--- config.mk ---
export PLATFORM = sky130hd
export DESIGN_NAME = play_rate_sequencer_flat
export DESIGN_NICKNAME = d
export VERILOG_FILES = /design/src/rtl/play_rate_sequencer_if.sv /design/src/rtl/play_rate_sequencer.sv /design/src/flat_wrapper.sv
export SDC_FILE = /design/constraint.sdc
export NUM_CORES = 1
export LEC_CHECK = 0
export CORE_UTILIZATION = 40
export CTS_BUF_LIST = sky130_fd_sc_hd__clkbuf_16
export DETAILED_ROUTE_END_ITERATION = 10
export PLACE_DENSITY = 0.75
export SYNTH_ARGS = -nofsm -noshare
export SYNTH_HDL_FRONTEND = slang
export SYNTH_SLANG_ARGS = --single-unit
--- constraint.sdc ---
create_clock -name clk -period 3.28 [get_ports clk]
set_input_delay 0.82 -clock clk [delete_from_list [all_inputs] [get_ports clk]]
set_output_delay 0.82 -clock clk [all_outputs]
set_load 0.005 [all_outputs]
--- src/rtl/play_rate_sequencer_if.sv ---
// SRAM read-port bundle between the playback sequencer (master) and the SRAM controller (slave).
interface play_rate_sequencer_if #(
    parameter int unsigned ADDR_W = 20,
    parameter int unsigned DATA_W = 16
) ();
    logic              rd_req;
    logic [ADDR_W-1:0] rd_addr;
    logic [DATA_W-1:0] rd_data;
    logic              rd_valid;

    modport master (output rd_req, output rd_addr, input rd_data, input rd_valid);
    modport slave  (input rd_req, input rd_addr, output rd_data, output rd_valid);
endinterface

--- src/rtl/play_rate_sequencer.sv ---
// Variable-rate playback scheduler: per DAC sample request, fetch a new SRAM word or re-emit the held one.
// Optional build macro LINEAR_INTERP_EN: linear interpolation between words at slow speeds.
module play_rate_sequencer #(
    parameter int unsigned ADDR_W = 20,
    parameter int unsigned DATA_W = 16
) (
    input  logic                   clk,
    input  logic                   rst,
    input  logic [2:0]             top_state,
    input  logic [3:0]             play_speed,
    input  logic [ADDR_W-1:0]      end_addr,
    input  logic                   sample_req,
    play_rate_sequencer_if.master  sram,
    output logic [DATA_W-1:0]      out_data,
    output logic                   out_valid,
    output logic                   done,
    output logic                   overrun
);
    localparam int unsigned AW1 = ADDR_W + 1;

    typedef enum logic [2:0] {
        S_IDLE, S_FETCH, S_WAIT, S_EMIT
`ifdef LINEAR_INTERP_EN
        , S_FETCH2, S_WAIT2
`endif
    } state_t;

    function automatic logic [3:0] step_of(input logic [3:0] c);
        return (c >= 4'd9) ? 4'(c - 4'd7) : 4'd1;
    endfunction

    function automatic logic [3:0] hold_of(input logic [3:0] c);
        return (c >= 4'd1 && c <= 4'd7) ? 4'(c + 4'd1) : 4'd1;
    endfunction

    state_t            state_q, state_d;
    logic [AW1-1:0]    addr_q, addr_d;
    logic [DATA_W-1:0] held_q, held_d;
    logic [2:0]        hold_cnt_q, hold_cnt_d;
    logic [3:0]        speed_q, speed_d;
    logic              rd_req_q, rd_req_d;
    logic [ADDR_W-1:0] rd_addr_q, rd_addr_d;
    logic [DATA_W-1:0] out_data_q, out_data_d;
    logic              out_valid_q, out_valid_d;
    logic              done_q, done_d;
    logic              ended_q, ended_d;
    logic              overrun_q, overrun_d;
    logic              discard_q, discard_d;

    logic [2:0]        hold_eff_c;
    logic              past_end_c;
    logic              commit_c;
    logic [DATA_W-1:0] hold_val_c;

    assign hold_eff_c = (play_speed == speed_q) ? hold_cnt_q : 3'd0;
    assign past_end_c = addr_q > {1'b0, end_addr};

`ifdef LINEAR_INTERP_EN
    localparam int SMAX = (2 ** (DATA_W - 1)) - 1;
    localparam int SMIN = -(2 ** (DATA_W - 1));

    logic [DATA_W-1:0]   next_q, next_d;
    logic [3:0]          k_c;
    logic signed [31:0]  kr_c;
    logic signed [DATA_W:0] diff_c;
    logic signed [31:0]  sum_c;

    function automatic logic [12:0] recip(input logic [3:0] n);
        case (n)
            4'd2:    return 13'd2048;
            4'd3:    return 13'd1365;
            4'd4:    return 13'd1024;
            4'd5:    return 13'd819;
            4'd6:    return 13'd683;
            4'd7:    return 13'd585;
            4'd8:    return 13'd512;
            default: return 13'd4096;
        endcase
    endfunction

    function automatic logic is_slow(input logic [3:0] c);
        return (c >= 4'd1 && c <= 4'd7);
    endfunction

    // Interpolated sample k of N: prev + ((next-prev)*k*round(4096/N)) >>> 12, saturated.
    always_comb begin
        k_c    = 4'(hold_of(speed_q) - {1'b0, hold_eff_c});
        kr_c   = $signed(32'(k_c) * 32'(recip(hold_of(speed_q))));
        diff_c = $signed({next_q[DATA_W-1], next_q}) - $signed({held_q[DATA_W-1], held_q});
        sum_c  = 32'($signed(held_q)) + ((32'(diff_c) * kr_c) >>> 12);
        if (sum_c > SMAX)      hold_val_c = DATA_W'(SMAX);
        else if (sum_c < SMIN) hold_val_c = DATA_W'(SMIN);
        else                   hold_val_c = sum_c[DATA_W-1:0];
    end
`else
    assign hold_val_c = held_q;
`endif

    always_ff @(posedge clk or negedge rst) begin
        if (!rst) begin
            state_q     <= S_IDLE;
            addr_q      <= '0;
            held_q      <= '0;
            hold_cnt_q  <= '0;
            speed_q     <= '0;
            rd_req_q    <= 1'b0;
            rd_addr_q   <= '0;
            out_data_q  <= '0;
            out_valid_q <= 1'b0;
            done_q      <= 1'b0;
            ended_q     <= 1'b0;
            overrun_q   <= 1'b0;
            discard_q   <= 1'b0;
`ifdef LINEAR_INTERP_EN
            next_q      <= '0;
`endif
        end else begin
            state_q     <= state_d;
            addr_q      <= addr_d;
            held_q      <= held_d;
            hold_cnt_q  <= hold_cnt_d;
            speed_q     <= speed_d;
            rd_req_q    <= rd_req_d;
            rd_addr_q   <= rd_addr_d;
            out_data_q  <= out_data_d;
            out_valid_q <= out_valid_d;
            done_q      <= done_d;
            ended_q     <= ended_d;
            overrun_q   <= overrun_d;
            discard_q   <= discard_d;
`ifdef LINEAR_INTERP_EN
            next_q      <= next_d;
`endif
        end
    end

    always_comb begin
        state_d     = state_q;
        addr_d      = addr_q;
        held_d      = held_q;
        hold_cnt_d  = hold_cnt_q;
        speed_d     = speed_q;
        rd_req_d    = 1'b0;
        rd_addr_d   = rd_addr_q;
        out_data_d  = out_data_q;
        out_valid_d = 1'b0;
        done_d      = 1'b0;
        ended_d     = ended_q;
        overrun_d   = overrun_q;
        discard_d   = discard_q;
        commit_c    = 1'b0;
`ifdef LINEAR_INTERP_EN
        next_d      = next_q;
`endif
        // The first rd_valid after an abandoned read belongs to that read.
        if (sram.rd_valid && discard_q) discard_d = 1'b0;

        if (top_state != 3'b010) begin
            if (state_q != S_IDLE && state_q != S_EMIT) discard_d = discard_q | ~sram.rd_valid;
            state_d = S_IDLE;
            if (top_state == 3'b011) begin
                if (sample_req) begin
                    out_valid_d = 1'b1;
                    out_data_d  = '0;
                end
            end else begin
                addr_d     = '0;
                hold_cnt_d = '0;
                held_d     = '0;
                ended_d    = 1'b0;
                overrun_d  = 1'b0;
`ifdef LINEAR_INTERP_EN
                next_d     = '0;
`endif
            end
        end else begin
            if (play_speed != speed_q) hold_cnt_d = '0;
            if (sample_req && state_q != S_IDLE) overrun_d = 1'b1;
            case (state_q)
                S_IDLE: begin
                    if (sample_req) begin
                        if (hold_eff_c != 3'd0) begin
                            out_valid_d = 1'b1;
                            out_data_d  = hold_val_c;
                            hold_cnt_d  = 3'(hold_eff_c - 3'd1);
                        end else if (past_end_c) begin
                            out_valid_d = 1'b1;
                            out_data_d  = '0;
                            done_d      = ~ended_q;
                            ended_d     = 1'b1;
                        end else begin
                            state_d    = S_FETCH;
                            rd_req_d   = 1'b1;
                            rd_addr_d  = addr_q[ADDR_W-1:0];
                            speed_d    = play_speed;
                            hold_cnt_d = '0;
                        end
                    end
                end
                S_FETCH: state_d = S_WAIT;
                S_WAIT: begin
                    if (sram.rd_valid && !discard_q) begin
                        held_d = sram.rd_data;
`ifdef LINEAR_INTERP_EN
                        if (is_slow(speed_q) && (addr_q + AW1'(1)) <= {1'b0, end_addr}) begin
                            state_d   = S_FETCH2;
                            rd_req_d  = 1'b1;
                            rd_addr_d = ADDR_W'(addr_q + AW1'(1));
                        end else begin
                            next_d   = '0;
                            commit_c = 1'b1;
                        end
`else
                        commit_c = 1'b1;
`endif
                    end
                end
`ifdef LINEAR_INTERP_EN
                S_FETCH2: state_d = S_WAIT2;
                S_WAIT2: begin
                    if (sram.rd_valid && !discard_q) begin
                        next_d   = sram.rd_data;
                        commit_c = 1'b1;
                    end
                end
`endif
                default: state_d = S_IDLE;
            endcase

            // Fetch complete: emit the new word and advance by the latched speed.
            if (commit_c) begin
                state_d     = S_EMIT;
                out_valid_d = 1'b1;
                out_data_d  = held_d;
                addr_d      = addr_q + AW1'(step_of(speed_q));
                hold_cnt_d  = 3'(hold_of(speed_q) - 4'd1);
            end
        end
    end

    assign sram.rd_req  = rd_req_q;
    assign sram.rd_addr = rd_addr_q;
    assign out_data     = out_data_q;
    assign out_valid    = out_valid_q;
    assign done         = done_q;
    assign overrun      = overrun_q;
endmodule

--- src/flat_wrapper.sv ---
// flat-port wrapper written by rule: the top's interface ports become plain ports
module play_rate_sequencer_flat 
#(
    parameter int unsigned ADDR_W = 20,
    parameter int unsigned DATA_W = 16
)
  (clk, rst, top_state, play_speed, end_addr, sample_req, out_data, out_valid, done, overrun, sram_rd_req, sram_rd_addr, sram_rd_data, sram_rd_valid);
  play_rate_sequencer_if #(.ADDR_W(ADDR_W), .DATA_W(DATA_W)) sram_i ();
  input  logic clk;
  input  logic rst;
  input  logic [2:0] top_state;
  input  logic [3:0] play_speed;
  input  logic [ADDR_W-1:0] end_addr;
  input  logic sample_req;
  output logic [DATA_W-1:0] out_data;
  output logic out_valid;
  output logic done;
  output logic overrun;
  output wire logic [$bits(sram_i.rd_req)-1:0] sram_rd_req;
  output wire logic [$bits(sram_i.rd_addr)-1:0] sram_rd_addr;
  input wire logic [$bits(sram_i.rd_data)-1:0] sram_rd_data;
  input wire logic [$bits(sram_i.rd_valid)-1:0] sram_rd_valid;
  assign sram_rd_req = sram_i.rd_req;
  assign sram_rd_addr = sram_i.rd_addr;
  assign sram_i.rd_data = sram_rd_data;
  assign sram_i.rd_valid = sram_rd_valid;
  play_rate_sequencer #(.ADDR_W(ADDR_W), .DATA_W(DATA_W)) u_core (.clk(clk), .rst(rst), .top_state(top_state), .play_speed(play_speed), .end_addr(end_addr), .sample_req(sample_req), .sram(sram_i), .out_data(out_data), .out_valid(out_valid), .done(done), .overrun(overrun));
endmodule
Yosys cells after proc, flatten, opt, wreduce, memory -nomap -nowiden
Index checks and enable logic that the tools add are counted.
- mux-type cells: 64
- eq/ne operators: 15
- bitwise operators: 6
- reduce and logical (&&, ||, !) cells: 23
- add/subtract/negate cells: 5
- order comparisons: 4
- operator list (cell ; number):
    2-to-1 mux 16 bit ; 12
    2-to-1 mux 21 bit ; 3
    2-to-1 mux 3 bit ; 15
    2-to-1 mux 1 bit ; 32
    adder 21 x 4 -> 21 bit ; 1
    > comparator 21 x 20 -> 1 bit ; 1
    AND reduction 5 bit ; 3
    nonzero test 2 bit ; 6
    case mux 3 bit (3 select lines) ; 1
    nonzero test 3 bit ; 3
    equality test 3 x 2 -> 1 bit (second input constant) ; 2
    inequality test 2 bit (second input constant) ; 3
    inequality test 3 x 2 -> 1 bit (second input constant) ; 2
    subtractor 3 x 1 -> 3 bit (second input constant) ; 2
    logical AND 1 bit ; 5
    NOT 1 bit ; 5
    equality test 4 bit ; 1
    >= comparator 4 x 1 -> 1 bit (second input constant) ; 1
    >= comparator 4 bit (second input constant) ; 1
    less-or-equal comparator 4 x 3 -> 1 bit (second input constant) ; 1
    2-to-1 mux 4 bit ; 1
    inequality test 4 x 2 -> 1 bit (second input constant) ; 1
    inequality test 4 x 3 -> 1 bit (second input constant) ; 1
    inequality test 4 bit ; 1
    12 further kinds ; 13
- register bits after elaboration: 89
- output and inout bits: 40

Depth between registers and ports, before layout
- depth after elaboration: 8
- depth in mapped cells: 14
- gate-level depth less buffers: 14

Least setup slack after synthesis
OpenSTA, ideal clock, no wires.
- path type: in2reg
- start point: input port end_addr[18]
- end point: register u_core.rd_addr_q[10], in the netlist u_core.sram.rd_addr[10]
- setup time: 0.125 ns
- stages on the path: 9
- path buffers: 1
- setup slack: -0.354 ns
- arrival time: 3.509 ns
- cell sequence: inv_1 > ha_1 > nand4b_4 > or4_4 > or4_4 > and2_4 > nor4_4 > buf_6 > mux2_2
- cells in the longest elaborated chain, start to end: 3
- RTL lines (what ; line ; source):
    from (decl) ; flat_wrapper.sv:13 ; input logic [ADDR_W-1:0] end_addr;
    > comparator 21 x 20 -> 1 bit ; play_rate_sequencer.sv:56 ; assign past_end_c = addr_q > {1'b0, end_addr};
    NOT 1 bit (no line) ; - ;
    AND reduction 5 bit (no line) ; - ;
    to (signal assigned) ; play_rate_sequencer.sv:124 ; rd_addr_q <= rd_addr_d;
    to (decl) ; play_rate_sequencer.sv:42 ; logic [ADDR_W-1:0] rd_addr_q, rd_addr_d;
Every way passes these cells.
A chain may end at the register's enable or synchronous reset.

Worst setup path in the final report
- start point: input port end_addr[19]
- end point: register u_core.speed_q[2]
- cells in the longest elaborated chain, start to end: 3
- RTL lines (what ; line ; source):
    > comparator 21 x 20 -> 1 bit ; play_rate_sequencer.sv:56 ;
    NOT 1 bit (no line) ; - ;
    AND reduction 5 bit (no line) ; - ;
    to (signal assigned) ; play_rate_sequencer.sv:122 ; speed_q <= speed_d;
    to (decl) ; play_rate_sequencer.sv:40 ; logic [3:0] speed_q, speed_d;
Every way passes these cells.

==> run_results.csv <==
group,metric,value,unit
placed_design,hpwl,8588,um
critical_path,ff2ff_path_depth,15,
logic_synthesis,synthesis.nets,573,
timing,whs,0.5132,ns
final_layout,final_util,0.5900,
floorplanning,initial_core_util,0.4131,
floorplanning,die_w,110.8,um
power_and_ir_drop,powerDensity,397.2,nW/um2
drt,drtIter0Drc,176,
grt,use_met2,0.3631,
timing,worst_slew_pin_slew,1.156,ns
logic_synthesis,ys_ff_latch,88,
final_layout,fin_cells,765,
clocking,cts_buffers,9,
critical_path,crit_start,"end_addr[19]",
floorplanning,core,11470,um2
logic_synthesis,synth_warnings,0,
timing,hold_viol_final,0,
grt,met1_usage,0.2735,
placed_design,numPortBuffers,86,
critical_path,reg2reg_slack,0.19,ns
clocking,cts.sinks,88,
logic_synthesis,synth_xor_area_frac,0.04068,
drt,final_antenna_net_count,0,
logic_synthesis,synth_edf_count,0,
worst_hold_path,hp-class,"flip-flop to flip-flop",
grt,grt_util_met3,0.04374,
grt,grt_pass1_wl,21180,um
critical_path,critPathKind,"input pin to flip-flop",
critical_path,worst-path-stages,11,
grt,grt_pass1_vias,4242,
logic_synthesis,synth_common_cells,"dfrtp_1 (88), nand2_1 (64), inv_1 (52)",
final_layout,final_area,6765,um2
critical_path,reg2reg_to,"u_core.addr_q[18]",
floorplanning,pin_count,87,
timing,max_freq,0.3154,GHz
final_layout,antenna_cells,0,
timing,rsz0062_at_grt,"yes",
grt,overflow,0,
placed_design,gp_congestion,0.8352,
logic_synthesis,async_reset_ff_frac,1.000,
grt,grt_start_max_net_pins,57,
timing,min_period_over_period,0.9666,
critical_path,critical_path_required,3.50,ns
final_layout,nFillCells,914,
clocking,clk_latency,0.34,ns
critical_path,cp_slowest_cell,"or4_4",
logic_synthesis,muxShareOfSynthArea,0.05705,
logic_synthesis,yosys.area.top_type_share,0.4649,
drt,drc,0,
power_and_ir_drop,ir_worst_vdd,0.0002250,V
logic_synthesis,synth-seq-area-share,0.4649,
logic_synthesis,ys_types,48,
logic_synthesis,synthCells,491,
logic_synthesis,synth_top_family_by_area,"simple AND/OR/NAND/NOR gates",
critical_path,crit_path_end_kind,"flip-flop",
grt,antenna_found_initial,0,
clocking,root_buffer,"clkbuf_16",
timing,period_needed,3.171,ns
clocking,cts_max_level,3,
clocking,cts_tree,"yes",
logic_synthesis,synth_area_leaders,"dfrtp_1 (46%), ha_1 (9.0%), mux2_2 (5.5%), nand2_1 (5.1%), inv_1 (4.1%)",
drt,vias,4065,
timing,tns,0,ns
critical_path,rr_startpoint,"u_core.speed_q[0]",
critical_path,crit_arrival,3.39,ns
floorplanning,num_rows,39,
grt,grt_use_total,0.2158,
job,cap_violations,0,
drt,wl_per_cell,16.68,um
power_and_ir_drop,power_leakage,2.932,nW
final_layout,layout-drive-gt1-share,0.2347,
grt,grt_most_used_layer,"met2",
logic_synthesis,synth_fa_ha_area_frac,0.09403,
final_layout,syn_to_final_growth,42.82,%
logic_synthesis,synth_top_cell_by_area,"dfrtp_1",
drt,via_per_inst,5.314,
floorplanning,dieArea,12280,um2
logic_synthesis,netlist_area,4737,um2
critical_path,critPathLaunchType,"input pin",
floorplanning,die_h,110.8,um
status,status,"complete, no violations",
clocking,clk_path_buf_depth,2,
clocking,clkSlewWorstSetupHoldPaths,0.07,ns
timing,slew_violations,0,
final_layout,nNetsFinal,699,
critical_path,crit_buf_inv,4,
timing,fin_skew,0.006221,ns
critical_path,cp-endpoint,"u_core.speed_q[2]",
placed_design,dp_cells,738,
critical_path,crit_top_cell,"or4_4",
logic_synthesis,ys.flop_type,"dfrtp_1",
timing,setup_viol,0,
logic_synthesis,synthMostInstantiatedCell,"dfrtp_1",
critical_path,cp_max_fo,8,
placed_design,placed_area,6147,um2
critical_path,cp_cell_sequence,"buf_2, inv_2, ha_4, nand4b_4, or4_4, or4_4, and2_4, nor4_4, buf_4, buf_8, mux2_4",
critical_path,crit_family,"simple AND/OR/NAND/NOR gates",
drt,wirelength,12760,um
critical_path,slowest_delay,0.54,ns
drt,dr.pass1.iters,4,
logic_synthesis,synth_compound_area_frac,0.1344,
timing,relSlewSlack,0.2266,
logic_synthesis,synthSimpleGateAreaFrac,0.1511,
logic_synthesis,syn-mean-instance-area,9.648,um2
-- layout by cell type, fill, tap and decap left out, types with 10 or more instances in the layout --
cell,instances
nor2_1,34
xnor2_1,12
xor2_1,10
a21oi_1,37
ha_1,18
a22oi_1,16
dfrtp_1,87
buf_4,39
clkdlybuf4s50_1,70
nand3_1,10
nand2_1,61
inv_1,39
o21ai_0,22
ha_4,13
mux2_4,23
-- worst min path at each step --
stage / from / to / slack [ns] / cells past startpoint
detailed placement: u_core.ended_q / u_core.ended_q / 0.50 / 2
CTS: u_core.ended_q / u_core.ended_q / 0.51 / 2
global placement: u_core.ended_q / u_core.ended_q / 0.48 / 2
global route: u_core.overrun / u_core.overrun / 0.53 / 2
finish: u_core.sram.rd_addr[6] / u_core.sram.rd_addr[6] / 0.51 / 1
floorplan: u_core.ended_q / u_core.done / 0.41 / 1
-- flip-flops by register name (all words and copies together), names as in the netlist --
| signal | cells |
|---|---|
| u_core.addr_q | 21 |
| u_core.sram.rd_addr | 20 |
| u_core.held_q | 16 |
| u_core.out_data | 16 |
| u_core.speed_q | 4 |
| u_core.hold_cnt_q | 3 |
| u_core.state_q | 2 |
| u_core.discard_q | 1 |
| u_core.done | 1 |
| u_core.ended_q | 1 |
| u_core.out_valid | 1 |
| u_core.overrun | 1 |
| u_core.sram.rd_req | 1 |
-- routing by layer --
metal	vias up	part of all wire
li1	1930	-
met1	1997	0.44
met2	122	0.49
met3	16	0.046
met4	0	0.016
met5	-	0
-- power by group --
group | internal [W] | switching, W
Sequential | 0.00112 | 0.0000328
Clock | 0.000677 | 0.000457
Combinational | 0.000209 | 0.000194
Total | 0.00200 | 0.000684
-- worst register-to-register path: cells and delay by family, from the launching register on --
| kind | cells | cell delay (ns) |
|---|---|---|
| AND/OR/NAND/NOR | 6 | 1.02 |
| buffers and inverters | 3 | 0.30 |
| AO/OA/AOI/OAI | 2 | 0.34 |
| flip-flops | 1 | 0.44 |
| adder cells (fa/ha/maj) | 3 | 0.70 |
| XOR/XNOR | 1 | 0.15 |
-- through the flow --
step           worst slack, ns  power, W
3_5_place_dp           -0.6998  0.001532
6_report                0.1094  0.002687
5_1_grt               -0.03785  0.002799
4_1_cts              0.0002103  0.002688
3_3_place_gp           -0.6629  0.001516
2_1_floorplan         -0.07218  0.001336
-- layout make-up --
type / instances / area, um2 / area share
Sequential cell: 88 / 2203 / 0.3257
Clock inverter: 7 / 101.3 / 0.01498
Inverter: 52 / 210.2 / 0.03107
Multi-Input combinational cell: 334 / 2601 / 0.3845
Tap cell: 143 / 178.9 / 0.02645
Clock buffer: 9 / 225.2 / 0.03329
Timing Repair Buffer: 132 / 1245 / 0.1840
-- logic make-up (layout without fill, tap and decap cells) --
| family | after synthesis | in the layout |
|---|---|---|
| adder cells (fa/ha/maj) | 35 | 35 |
| multiplexers | 24 | 24 |
| XOR/XNOR | 22 | 22 |
| AND/OR/NAND/NOR | 147 | 147 |
| AO/OA/AOI/OAI | 106 | 106 |
| flip-flops | 88 | 88 |
| buffers and inverters | 69 | 200 |
-- what timing repair did --
action,4_1_cts,5_1_grt
buffers inserted,6,2
pin swaps,20,5
endpoints found under the setup margin,50,49
gates resized for setup,76,24
hold buffers,0,0
gates cloned,3,0
Note: power is estimated with default switching activity, not from simulation.
